<file path="src/rtl/pipeline_stage_decode.sv">
// Decode stage: field extraction, register file, load-use stall
// and epoch-based squashing of wrong-path instructions.
module pipeline_stage_decode (
    input  logic        clock,
    input  logic        reset,
    input  logic [31:0] fetchPc,
    input  logic        fetchEpoch,
    input  logic [31:0] fetchInstruction,
    input  logic        jumpEnabled,
    input  logic        wbEnable,
    input  logic [4:0]  wbIndex,
    input  logic [31:0] wbValue,
    output logic        stallOnDecode,
    output logic        decValid,
    output logic [31:0] decPc,
    output logic [31:0] decRsValue,
    output logic [31:0] decRtValue,
    output logic [31:0] decImm,
    output logic [4:0]  decDest,
    output logic        decRegWrite,
    output logic        decIsLoad,
    output logic        decIsStore,
    output logic        decIsBranch,
    output logic [5:0]  decOpcode,
    output logic [5:0]  decFunct
);

    logic [31:0] rf_q [32];
    logic        epoch_q;

    logic        valid_q, valid_d;
    logic [31:0] pc_q, rsv_q, rtv_q, imm_q;
    logic [31:0] rsv_d, rtv_d, imm_d;
    logic [4:0]  dest_q, dest_d;
    logic        wr_q, wr_d, ld_q, ld_d, st_q, st_d, br_q, br_d;
    logic [5:0]  op_q, fn_q;

    logic [5:0]  op;
    logic [4:0]  rs, rt, rd;
    logic [5:0]  fn;
    logic [15:0] imm;
    logic        wr_c, ld_c, st_c, br_c, reads_rt;
    logic        live, hazard;

    assign op  = fetchInstruction[31:26];
    assign rs  = fetchInstruction[25:21];
    assign rt  = fetchInstruction[20:16];
    assign rd  = fetchInstruction[15:11];
    assign fn  = fetchInstruction[5:0];
    assign imm = fetchInstruction[15:0];

    // Classify the opcode; no-write instructions carry dest 0
    always_comb begin
        dest_d   = rt;
        wr_c     = 1'b1;
        ld_c     = 1'b0;
        st_c     = 1'b0;
        br_c     = 1'b0;
        reads_rt = 1'b0;
        case (op)
            6'h00: begin
                dest_d   = rd;
                reads_rt = 1'b1;
            end
            6'h23: ld_c = 1'b1;
            6'h2B: begin
                st_c     = 1'b1;
                wr_c     = 1'b0;
                dest_d   = 5'd0;
                reads_rt = 1'b1;
            end
            6'h04, 6'h05: begin
                br_c     = 1'b1;
                wr_c     = 1'b0;
                dest_d   = 5'd0;
                reads_rt = 1'b1;
            end
            default: ;
        endcase
    end

    // Register reads with same-cycle writeback bypass; r0 is hardwired
    always_comb begin
        rsv_d = rf_q[rs];
        rtv_d = rf_q[rt];
        if (wbEnable && wbIndex == rs) rsv_d = wbValue;
        if (wbEnable && wbIndex == rt) rtv_d = wbValue;
        if (rs == 5'd0) rsv_d = 32'd0;
        if (rt == 5'd0) rtv_d = 32'd0;
    end

    assign imm_d = {{16{imm[15]}}, imm};

    assign live = (fetchEpoch == epoch_q) && !jumpEnabled;

    assign hazard = live && valid_q && ld_q && (dest_q != 5'd0)
                    && ((dest_q == rs) || (reads_rt && dest_q == rt));

    assign stallOnDecode = hazard && !reset;

    // Issue only live, hazard-free instructions; otherwise a bubble
    always_comb begin
        valid_d = live && !hazard;
        wr_d    = valid_d && wr_c && (dest_d != 5'd0);
        ld_d    = valid_d && ld_c;
        st_d    = valid_d && st_c;
        br_d    = valid_d && br_c;
    end

    // Register file: single-cycle clear, r0 never written
    always_ff @(posedge clock) begin
        if (reset) begin
            for (int i = 0; i < 32; i++) rf_q[i] <= 32'd0;
        end else if (wbEnable && wbIndex != 5'd0) begin
            rf_q[wbIndex] <= wbValue;
        end
    end

    // Expected epoch flips after every redirect
    always_ff @(posedge clock) begin
        if (reset) epoch_q <= 1'b0;
        else if (jumpEnabled) epoch_q <= ~epoch_q;
    end

    // Decode result register; bubbles still carry the PC
    always_ff @(posedge clock) begin
        if (reset) begin
            valid_q <= 1'b0;
            pc_q    <= 32'd0;
            rsv_q   <= 32'd0;
            rtv_q   <= 32'd0;
            imm_q   <= 32'd0;
            dest_q  <= 5'd0;
            wr_q    <= 1'b0;
            ld_q    <= 1'b0;
            st_q    <= 1'b0;
            br_q    <= 1'b0;
            op_q    <= 6'd0;
            fn_q    <= 6'd0;
        end else begin
            valid_q <= valid_d;
            pc_q    <= fetchPc;
            rsv_q   <= rsv_d;
            rtv_q   <= rtv_d;
            imm_q   <= imm_d;
            dest_q  <= dest_d;
            wr_q    <= wr_d;
            ld_q    <= ld_d;
            st_q    <= st_d;
            br_q    <= br_d;
            op_q    <= op;
            fn_q    <= fn;
        end
    end

    assign decValid    = valid_q;
    assign decPc       = pc_q;
    assign decRsValue  = rsv_q;
    assign decRtValue  = rtv_q;
    assign decImm      = imm_q;
    assign decDest     = dest_q;
    assign decRegWrite = wr_q;
    assign decIsLoad   = ld_q;
    assign decIsStore  = st_q;
    assign decIsBranch = br_q;
    assign decOpcode   = op_q;
    assign decFunct    = fn_q;

endmodule

</file>
<file path="config.mk">
export PLATFORM = sky130hd
export DESIGN_NAME = pipeline_stage_decode
export DESIGN_NICKNAME = d
export VERILOG_FILES = /design/src/rtl/pipeline_stage_decode.sv
export SDC_FILE = /design/constraint.sdc
export NUM_CORES = 2
export LEC_CHECK = 0
export CAP_MARGIN = 10
export CORE_MARGIN = 2
export CORE_UTILIZATION = 35
export DETAILED_ROUTE_END_ITERATION = 10
export SETUP_SLACK_MARGIN = 0.4
export SYNTH_ARGS = -nofsm -noshare
export SYNTH_HDL_FRONTEND = slang
export SYNTH_SLANG_ARGS = --single-unit
</file>
<file path="constraint.sdc">
create_clock -name clock -period 2.7 [get_ports clock]
set_clock_uncertainty 0.2 [all_clocks]
set_input_delay 0.54 -clock clock [delete_from_list [all_inputs] [get_ports clock]]
set_output_delay 0.54 -clock clock [all_outputs]
set_load 0.05 [all_outputs]
</file>
After elaboration in Yosys (flattened, before gate mapping)

Memory sizes are Yosys's and may differ from the RTL's. A register that Yosys moved wholly into a read port is not among the register bits.
Cells that the tools add are included.

Bits in registers: 71
Latch bits: 0
RAM bits: 1024
Memory bits (read-only): 0
Bits of input ports: 106
Word-level logic and storage cells: 64
Memories: 1

Add/sub/neg operators: 0
Multiply operators: 0
Divide/modulo/power cells: 0
$lt $le $gt $ge: 0
Equal/unequal tests: 7
Shift-type cells: 0
Multiplexer cells: 14
Bitwise operators: 1
Reduce and logical (&&, ||, !) cells: 30

Memory list:

| memory | words | bits a word | read ports | clocked after Yosys merged registers in | wr ports | RTL line | text |
|---|---|---|---|---|---|---|---|
| rf_q   | 32    | 32          | 2          | 2                                       | 32       | 28       | `logic [31:0] rf_q [32];` |

Operators by type and width:

| kind                                                | count |
|---|---|
| two-way mux 32 bit                                  | 1 |
| OR reduction 32 bit                                 | 1 |
| nonzero test 5 bit                                  | 3 |
| logical AND 1 bit                                   | 14 |
| equality test 6 x 3 -> 1 bit, second input constant | 2 |
| equality test 6 bit, second input constant          | 2 |
| two-way mux 1 bit                                   | 11 |
| equality test 5 bit                                 | 2 |
| zero test 5 bit                                     | 2 |
| case mux 5 bit (2 select lines)                     | 1 |
| zero test 6 bit                                     | 1 |
| OR reduction 2 bit                                  | 3 |
| two-way mux 5 bit                                   | 1 |
| OR reduction 4 bit                                  | 1 |
| zero test 1 bit                                     | 3 |
| OR reduction 3 bit                                  | 1 |
| equality test 1 bit                                 | 1 |
| logical OR 1 bit                                    | 1 |
| NOT 1 bit                                           | 1 |

Depth between registers and ports, before layout

Depth after elaboration: 10
Depth in mapped cells: 9
Mapped depth without buffers: 5

Worst setup path before layout

No wires, ideal clock.

Kind: input to output
From: input fetchInstruction[16]
To: output stallOnDecode
Arrival: 2610 ps
Data required time: 1960 ps
Path slack: -650 ps
Stages on the path: 7
Buffers on the path: 2
Cells stage by stage: buf_2 -> buf_2 -> xnor2_1 -> nand2_1 -> or4_1 -> a21oi_1 -> nor2b_1

Longest elaborated chain between the ends: 5

Ends and longest elaborated chain:

| item                | RTL line | text |
|---|---|---|
| start: declaration  | 8        | `input logic [31:0] fetchInstruction,` |
| equality test 5 bit | 97       | `&& ((dest_q == rs) \|\| (reads_rt && dest_q == rt));` |
| logical AND 1 bit   | 97       |  |
| logical OR 1 bit    | 97       |  |
| logical AND 1 bit   | 97       |  |
| logical AND 1 bit   | 99       | `assign stallOnDecode = hazard && !reset;` |
| end: declaration    | 13       | `output logic stallOnDecode,` |

Every way passes these cells.

Worst setup path after layout

From: register dest_q[3], in the netlist decDest[3]
To: output stallOnDecode

Longest elaborated chain between the ends: 5
Elaborated cells between the ends (all ways): 8
Those cells by class: eq/ne (2); reduce/logical (6)

Ends and longest elaborated chain:

| item                     | RTL line | text |
|---|---|---|
| start: declaration       | 34       | `logic [4:0] dest_q, dest_d;` |
| start signal: assignment | 146      | `dest_q <= dest_d;` |
| equality test 5 bit      | 97       |  |
| logical AND 1 bit        | 97       |  |
| logical OR 1 bit         | 97       |  |
| logical AND 1 bit (*)    | 97       |  |
| logical AND 1 bit (*)    | 99       |  |

Every way passes the cells marked *; elsewhere a longest branch is shown, timed or not.

==> impl_summary.txt <==
----------------------------------------------------
[Detailed routing]
  Average routed wire per standard cell ... 31.9 µm
  Via count of the routed design ... 39000
  Number of nets still failing antenna checks after routing ... 0
  DRT Wirelength ... 215 mm
  DR vias/cell ... 5.77
  Number of iterations in the first detailed-routing pass ... 6
  Post-detailed-route DRC marker count ... 0
  Initial DRC Count ... ~4600

[Synth]
  Share of Yosys cell area claimed by the top area cell type ... between 50% and 60%
  Synthesized area per cell ... 14.6 µm²
  Commonest cells in the synthesized netlist ... 1024 x edfxtp_1, 993 x and2_1, 448 x mux4_2
  Fraction of the mapped netlist area in simple logic gates ... 14.2%
  Area share of xor/xnor cells in the synthesized design ... 0.330%
  Post-synthesis instance total ... 4003
  Count of state elements after synthesis ... 1153
  Biggest area consumer among synthesized cells ... edfxtp_1
  Cell types occupying the most area after synthesis ... edfxtp_1 53%, mux4_2 17%, and2_1 11%, dfxtp_1 4.4%, mux2i_1 3.3%
  Most instantiated flip-flop cell in the synthesis netlist ... edfxtp_1
  Portion of netlist area occupied by mux cells ... 20.7%
  Yosys synthesis warning count ... 0
  Compound-Gate Fraction of Synth Area ... 4.53%
  Sequential fraction of the synthesis area ... 57.0%
  Number of enable-type register cells in the synthesized netlist ... between 1000 and 1500
  Cell with the most instances after synthesis ... edfxtp_1
  Post-Synth Adder-Cell Area ... 0%
  Post-synthesis async set-or-reset flop share ... 0%
  Dominant combinational cell family by area after synthesis ... multiplexers
  Distinct cell type count after synthesis ... 52
  Post-synth design cell area ... 58500 µm²

[Min path]
  Hold/Removal Path Class ... in2reg

[Global route]
  Global routing usage summed across all routing layers ... 25.1%
  Number of antenna violations at the first check in global routing ... 14
  Maximum number of pins on one net before global-route repair ... 71
  Total gr overflow ... 0
  Number of global-route vias before repair ... about 40000
  Global-route wire length before repair ... 299 mm

[Timing]
  Crit share post-route ... 123%
  Number of setup violations in the final report ... 1
  Setup slack of the critical path after layout ... -630 ps
  RSZ-0062 raised after global routing ... yes
  Measured slew at the worst slew-check pin ... 705 ps
  Slew Viols, Final ... 0
  Fmax achieved ... ~300 MHz
  Tightest hold margin ... 58.4 ps
  Time the final worst path needs with I/O delays and setup ... between 3000 and 4000 ps
  Max-Slew Margin vs Limit ... 53.0%
  Final Hold Violating Endpoints ... 0

[Clock network]
  Number of buffers created by CTS ... 130
  Buffers from clock root to sink, at most ... 3
  CTS tree ... built
  Htree depth ... 4
  Clock slew at the register clock pins of the worst setup and hold paths ... 60 ps
  Sink count of the clock tree ... 1153
  Root buffer cell ... clkbuf_16
  Clock Latency Late Sink ... 800 ps

[Final layout]
  Final-layout fill cell count ... 14600
  Share of post-route cells with drive strength above 1 ... 30.6%
  Number of nets in the finished design ... ~4600
  Multi-input gate area in the final layout ... about 24000 µm²
  Register cell area after layout ... 33400 µm²
  Layout overhead on the synthesized area ... 23.4%

[Run]
  Max cap viols ... 0

[Floorplan]
  Vertical die dimension ... 413 µm
  CORE AREA ... roughly 170000 µm²
  Num rows ... 149
  Initial standard-cell utilization of the core ... a little over a third
  Die span in x ... around 410 µm
  Area enclosed by the die boundary ... 170000 µm²
  I/O Pins ... 257

[Placed design]
  Post-Place Worst Slack ... -815 ps
  RePlAce Congestion ... 0.898
  Placed wire-length estimate ... 145 mm
  # port buffers ... 256

[Pwr]
  Cell Pwr Density ... 619 nW/µm²
  Static leakage ... 0.0259 µW
  Maximum VDD drop ... 0.655 mV
  Post-layout power ... 44600 µW

[Outcome]
  Run status ... complete, but fails checks
  Violations in the final reports ... setup timing

[Critical path]
  Required @ worst endpoint ... ~2000 ps
  Arrival @ worst endpoint ... 2590 ps
  Launching element type of the critical path ... flip-flop
  Critical path fanouts, max ... 2
  Endpoint kind of the worst setup timing path ... output port
  Type of the worst setup path ... reg2out

----------------------------------------------------
## power by group
part	internal, µW	total, µW	switching, µW
sequential	20400	21000	576
clock	9840	17300	7490
combinational	2700	6270	3570
total	33000	44600	11600
## per-stage QoR
step                cells  area, µm²  setup TNS (ps)  utilization (%)
floorplan            4034      58800           -82.5                -
finish               6749      72100            -630             43.6
detailed placement   6508      68100         -475690             41.2
global placement     6508      68100         -442770             41.2
CTS                  6748      72100            -703             43.6
global route         6748      72100            -707             43.6
## kinds of logic (layout without fill, tap and decap cells)
kind of cell | count (synthesis) | count (layout)
multiplexers | 647 | 647
other | 1 | 33
buffers and inverters | 443 | 968
XOR/XNOR | 22 | 22
AND/OR/NAND/NOR | 1407 | 1407
flip-flops | 1153 | 1153
AO/OA/AOI/OAI | 330 | 330
## final cells by class
class	instances	area share, %
flip-flops and latches	1153	46.2
clock buffers	185	5.06
diodes	1	0.00347
repair buffers	729	11.4
clock inverters	54	0.592
well taps	2189	3.80
multi-input cells	2438	32.9
## final timing paths
path | cells after the start | from | to | slack, ps
worst max-delay path | 8 | decDest[3] | stallOnDecode | -630
worst min-delay path | 4 | fetchInstruction[17] | decDest[1] | 60
worst max register to register | 6 | rf_q[23][9] | decRtValue[9] | 470
worst min register to register | 2 | epoch_q | epoch_q | 340
## cells in the final DEF, fill, tap and decap left out, types with 10 or more instances in the layout
cell type,n
edfxtp_1,1024
and2_1,992
mux4_2,448
buf_4,327
mux2i_1,193
buf_12,176
clkbuf_16,137
dfxtp_1,120
nor3_1,94
clkdlybuf4s50_1,93
o22ai_1,83
nand2_1,80
nor2b_1,80
clkdlybuf4s15_2,76
nor2_1,44
clkbuf_1,44
a22oi_1,38
buf_2,35
o221a_2,32
o211a_1,32
a211o_1,32
o21ai_1,32
conb_1,32
nor2_4,29
clkinv_1,28
a32o_1,26
a211oi_1,26
or2_4,22
xnor2_1,14
buf_6,11
or2_2,10
## critical path, cell delays in order, from the launching register on
cell and delay (ps):
dfxtp_2 340, xnor2_2 150, buf_6 170, nand3_2 70, buf_6 160, or4_4 430
a21oi_4 150, nor2b_4 180, buf_12 140
## timing repair
item / in CTS / in global routing
hold buffers: 1 / 0
hold endpoints to repair: 2 / 0
resized for setup: 650 / 7
setup endpoints to repair: 182 / 900
gates cloned: 0 / 0
pin swaps: 3 / 1
buffers inserted: 0 / 0
## flip-flops by register name, summed over array words and instances (netlist names)
register	flops
decOpcode	6
decIsBranch	1
decImm	16
decRtValue	32
decIsLoad	1
decIsStore	1
decPc	32
decValid	1
rf_q	1024
epoch_q	1
decDest	5
decRsValue	32
decRegWrite	1
## layer usage
metal | wire length [µm] | vias to the layer above | part of all wire [%] | global-route usage, %
met2 | 101000 | 2271 | 47 | 40.5
li1 | - | 16100 | - | -
met4 | 7980 | 4 | 3.7 | 9.11
met5 | 26 | - | 0.012 | 0
met3 | 22400 | 382 | 10 | 6.65
met1 | 84000 | 20200 | 39 | 32.5
Note: power is estimated with default switching activity, not from simulation.
